## src/rtl/arb_pkg.sv

```systemverilog
// Shared definitions for the 8-way round-robin arbiter.
package arb_pkg;

    localparam int N_REQ = 8;
    localparam int IDX_W = 3;

    typedef enum logic {
        IDLE  = 1'b0,
        GRANT = 1'b1
    } arb_state_t;

    // One-hot decode of a requester index.
    function automatic logic [N_REQ-1:0] idx_onehot(input logic [IDX_W-1:0] idx);
        idx_onehot      = '0;
        idx_onehot[idx] = 1'b1;
    endfunction

endpackage

```

## src/rtl/rr_pick8.sv

```systemverilog
// Combinational round-robin pick: first set req bit at or after ptr, wrapping 7 -> 0.
module rr_pick8
    import arb_pkg::*;
(
    input  logic [N_REQ-1:0] req,
    input  logic [IDX_W-1:0] ptr,
    output logic [IDX_W-1:0] idx,
    output logic             any
);

    logic [2*N_REQ-1:0] dbl;
    logic [N_REQ-1:0]   rot;
    logic [IDX_W-1:0]   off;

    // Rotating the doubled vector puts requester ptr at bit 0.
    assign dbl = {req, req} >> ptr;
    assign rot = dbl[N_REQ-1:0];
    assign any = |req;

    // Lowest set bit of the rotated vector, offset back by ptr.
    always_comb begin
        off = '0;
        for (int i = N_REQ - 1; i >= 0; i--) begin
            if (rot[i]) off = IDX_W'(i);
        end
        idx = ptr + off;
    end

endmodule

```

## src/rtl/rr_arbiter8.sv

```systemverilog
// 8-way round-robin arbiter with held grants and registered outputs.
// Optional forced release after TIMEOUT_CYCLES grant cycles: define ARB_TIMEOUT_EN.
//
// state | meaning
// IDLE  | no owner; pick next requester from ptr onward
// GRANT | owner held until done, request drop or (optionally) hold timeout
module rr_arbiter8
    import arb_pkg::*;
#(
    parameter int TIMEOUT_CYCLES = 16
) (
    input  logic             clk,
    input  logic             rst,
    input  logic [N_REQ-1:0] req,
    input  logic             done,
    output logic [N_REQ-1:0] gnt,
    output logic [IDX_W-1:0] gnt_idx,
    output logic             gnt_valid,
    output logic             timeout
);

    arb_state_t       state, state_nxt;
    logic [IDX_W-1:0] ptr, ptr_nxt;
    logic [IDX_W-1:0] idx_nxt;
    logic [IDX_W-1:0] pick_idx;
    logic             pick_any;

    rr_pick8 u_pick (
        .req (req),
        .ptr (ptr),
        .idx (pick_idx),
        .any (pick_any)
    );

`ifdef ARB_TIMEOUT_EN
    localparam int HOLD_W = (TIMEOUT_CYCLES > 2) ? $clog2(TIMEOUT_CYCLES) : 1;
    localparam logic [HOLD_W-1:0] HOLD_LOAD = HOLD_W'(TIMEOUT_CYCLES - 1);

    // Down-counter: loaded on grant, terminal count 0 marks the last allowed cycle.
    logic [HOLD_W-1:0] hold_cnt, hold_nxt;
    logic              to_q, to_nxt;

    assign timeout = to_q;
`else
    assign timeout = 1'b0;
`endif

    // Next-state, pointer and grant index selection.
    always_comb begin
        state_nxt = state;
        ptr_nxt   = ptr;
        idx_nxt   = gnt_idx;
`ifdef ARB_TIMEOUT_EN
        hold_nxt  = hold_cnt;
        to_nxt    = 1'b0;
`endif
        case (state)
            IDLE: begin
                if (pick_any) begin
                    state_nxt = GRANT;
                    idx_nxt   = pick_idx;
`ifdef ARB_TIMEOUT_EN
                    hold_nxt  = HOLD_LOAD;
`endif
                end
            end
            GRANT: begin
                if (done || !req[gnt_idx]) begin
                    state_nxt = IDLE;
                    ptr_nxt   = gnt_idx + 3'd1;
                end
`ifdef ARB_TIMEOUT_EN
                else if (hold_cnt == '0) begin
                    state_nxt = IDLE;
                    ptr_nxt   = gnt_idx + 3'd1;
                    to_nxt    = 1'b1;
                end else begin
                    hold_nxt  = hold_cnt - 1'b1;
                end
`endif
            end
            default: state_nxt = IDLE;
        endcase
    end

    // State and registered outputs; reset drops any grant immediately.
    always_ff @(posedge clk or posedge rst) begin
        if (rst) begin
            state     <= IDLE;
            ptr       <= '0;
            gnt       <= '0;
            gnt_idx   <= '0;
            gnt_valid <= 1'b0;
`ifdef ARB_TIMEOUT_EN
            hold_cnt  <= '0;
            to_q      <= 1'b0;
`endif
        end else begin
            state     <= state_nxt;
            ptr       <= ptr_nxt;
            gnt_idx   <= idx_nxt;
            gnt_valid <= (state_nxt == GRANT);
            gnt       <= (state_nxt == GRANT) ? idx_onehot(idx_nxt) : '0;
`ifdef ARB_TIMEOUT_EN
            hold_cnt  <= hold_nxt;
            to_q      <= to_nxt;
`endif
        end
    end

endmodule

```

## config.mk

```make
export PLATFORM = sky130hd
export DESIGN_NAME = rr_arbiter8
export DESIGN_NICKNAME = d
export VERILOG_FILES = /design/src/rtl/arb_pkg.sv /design/src/rtl/rr_pick8.sv /design/src/rtl/rr_arbiter8.sv
export SDC_FILE = /design/constraint.sdc
export NUM_CORES = 1
export LEC_CHECK = 0
export BUFFER_PORTS_ARGS = -buffer_cell sky130_fd_sc_hd__buf_2
export CAP_MARGIN = 20
export CORE_MARGIN = 2
export CORE_UTILIZATION = 36
export DETAILED_ROUTE_END_ITERATION = 6
export MAX_ROUTING_LAYER = met4
export PLACE_DENSITY = 0.53
export SKIP_CTS_REPAIR_TIMING = 1
export SLEW_MARGIN = 20
export SYNTH_ARGS = -nofsm -noshare
export SYNTH_HDL_FRONTEND = slang
export SYNTH_SLANG_ARGS = --single-unit
```

## constraint.sdc

```tcl
create_clock -name clk -period 3.97 [get_ports clk]
set_input_delay 0.1985 -clock clk [delete_from_list [all_inputs] [get_ports clk]]
set_output_delay 0.1985 -clock clk [all_outputs]
set_load 0.005 [all_outputs]
```

==> reports/summary.txt <==
number of port buffers: 22
crit end category: flip-flop
n_diodes: 0
most repeated cell in the gate-level netlist after synthesis: nor3_1
post-synthesis area per instance: 8.70 µm²
Final Setup Violations: 0
yosys warns: 0
Synthesized Nets: 193
clock-pin slew on the worst setup and hold paths: 60 ps
die width: 69.8 µm
CTS tree: yes
number of synthesized register bits: 15
P_leak: 0.000720 µW
DR pass1 iterations: 4
FFs w/ async S/R, synth: 100%
RR Endpoint: gnt[1]
Fin. Hold Viols: 15
Synth area leaders: dfrtp_1, mux2i_1, nor3b_2
Synth top cells by count: nor3_1, dfrtp_1, nor2_1
clock sinks: 15
Hold Crit Class: primary input to asynchronous set/reset pin
DP Wirelength: 2780 µm
final core utilization: 40.8%
number of flops mapped to enable cells by yosys: 0
R2R Path Start: ptr[1]
met2 capacity usage during global routing: 24.0%
top-area cell type share of the netlist area: 24.1%
ratio of cells with drive above 1 in the final layout: 28.2%
first-pass GRT wire length: 6230 µm
Req. time, crit path: 4100 ps
Synth cell types: 49
Die Span Y: 69.8 µm
peak supply drop: 0.336 mV
Max Freq: 296 MHz
area delta synth->final: 7.07%
Std-Cell Rows: 23
period utilisation layout: 85.0%
crit path max-delay cell type: dfrtp_1
CTS Buf Count: 3
I/O Pins: 24
crit path cell chain: buf_4 -> mux2i_1 -> mux2i_1 -> a211o_1 -> a222oi_1 -> or2_1 -> ha_1 -> inv_1 -> fa_1 -> xnor2_1 -> and2_1 -> mux2i_1 -> o2bb2a_1
R2R Setup Slk: 600 ps
Hold WS: -9.37 ps
Cell Area, Synth: 1560 µm²
antenna violations before repair: 0
Layout Nets: 203
setup TNS: 0 ps
worst r2r path cells: 13
critical path class: flip-flop to flip-flop
Main synth FF type: dfrtp_1
Max-cap violations: 0
most frequent cell on the critical path: mux2i_1
initial core utilization: 38.1%
GRT Total Usage: 15.8%
CP startpoint kind: flip-flop
global route overflow: 0
status: finished with violations
worst path bufs/invs: 2
power density over the cells: 877 nW/µm²
Final ANT Viol Nets: 0
Worst EP arrival: 3500 ps
Routability Congestion: 0.829
largest net degree at the start of global routing: 23
Period minus WS final: 3370 ps
kind of cell adding the most delay to the critical path: compound AO/OA/AOI/OAI gates
slew margin rel.: 54.0%
Setup Skew: 1.27 ps
vias per inst: 5.62
Core ar.: 4090 µm²
met1 Use GR: 21.1%
DRC: 0
met3 Usage GRT: 3.49%
Crit path largest cell delay: 530 ps
1st-iter DRT viols: 121
Avg WL per Cell: 15.4 µm
violated checks: hold timing
RSZ-0062 raised after global routing: no
sequential share of the synthesized area: 24.1%
Root Driver: clkbuf_8
DIE AREA: 4870 µm²
Worst Path Max Fanout: 10
later-pin clock latency in the skew report: 250 ps
H-tree Lvls: 1
cell taking the most area after synthesis: dfrtp_1
final WL: 3660 µm
grt peak-use layer: met2
Vias: 1338
Max Slew Vio Count: 0
Post-Synthesis Cells: 179
vias in the first global route: 1251
Clock Tree Buf Depth: 2
Worst-Margin Slew: 690 ps
## metal layers
layer / part of all wire [%] / wire (µm) / vias up
met3: 4.9 / 181 / 7
met1: 46 / 1670 / 630
li1: - / - / 662
met2: 48 / 1770 / 39
met5: 0 / 0 / -
met4: 1.1 / 40 / 0
## metrics by stage
| step | instance area (µm²) | power, µW | cells | worst slack [ps] |
|---|---|---|---|---|
| after global routing | 1670 | 1600 | 238 | 311 |
| final | 1670 | 1460 | 238 | 597 |
| after CTS | 1670 | 1470 | 238 | 610 |
| after detailed placement | 1620 | 1330 | 234 | 640 |
| after floorplan | 1560 | 1140 | 179 | 801 |
| after global placement | 1620 | 1330 | 234 | 701 |
## kinds of logic after synthesis
kind of cell	Yosys count	share of synthesized area, %
simple gates	81	34.1
compound gates	32	14.4
buf+inv	28	10.1
mux	17	13.0
flops	15	24.1
fa+ha+maj	3	2.89
xor+xnor	2	1.13
other cells	1	0.241
## report_power, final
group,total [µW],leakage [µW],internal (µW),switching (µW)
sequential,325,0.000189,210,115
combinational,1010,0.000506,481,530
clock,125,0.0000255,69.5,56.0
## cell usage in the layout, fill, tap and decap left out, types with 2 or more instances in the layout
cell,instances
a21o_1,2
a21oi_1,5
and2_1,3
buf_2,22
buf_4,2
clkbuf_8,3
dfrtp_1,15
ha_1,2
inv_1,9
mux2_2,6
mux2i_1,9
mux4_2,2
nand2_1,8
nand2b_1,3
nand3_1,2
nor2_1,10
nor2b_1,5
nor3_1,17
nor3_2,5
nor3b_1,3
nor3b_2,7
nor4_1,8
nor4_2,2
o21ai_0,9
o21bai_1,2
o22ai_1,2
o2bb2a_1,2
xnor2_1,2
## area by class of cell
class	count	area, µm²
inverters	9	33.8
fillers	430	2420
clock buffers	3	41.3
multi-input cells	136	1020
well taps	50	62.6
flip-flops and latches	15	375
repair buffers	24	125
clock inverters	1	5.00
## registers in the layout, indices dropped and copies added (netlist names)
register  flops
gnt_idx       3
state         1
gnt           8
ptr           3
## how the worst max path moves through the flow
stage                  end  cells past startpoint    from
global placement    gnt[1]                     11  ptr[0]
finish              gnt[1]                     13  ptr[1]
floorplan           gnt[0]                     15  ptr[1]
CTS                 gnt[1]                     13  ptr[1]
detailed placement  gnt[1]                     11  ptr[0]
global route        gnt[1]                     13  ptr[1]
(Power assumes the default switching activity.)
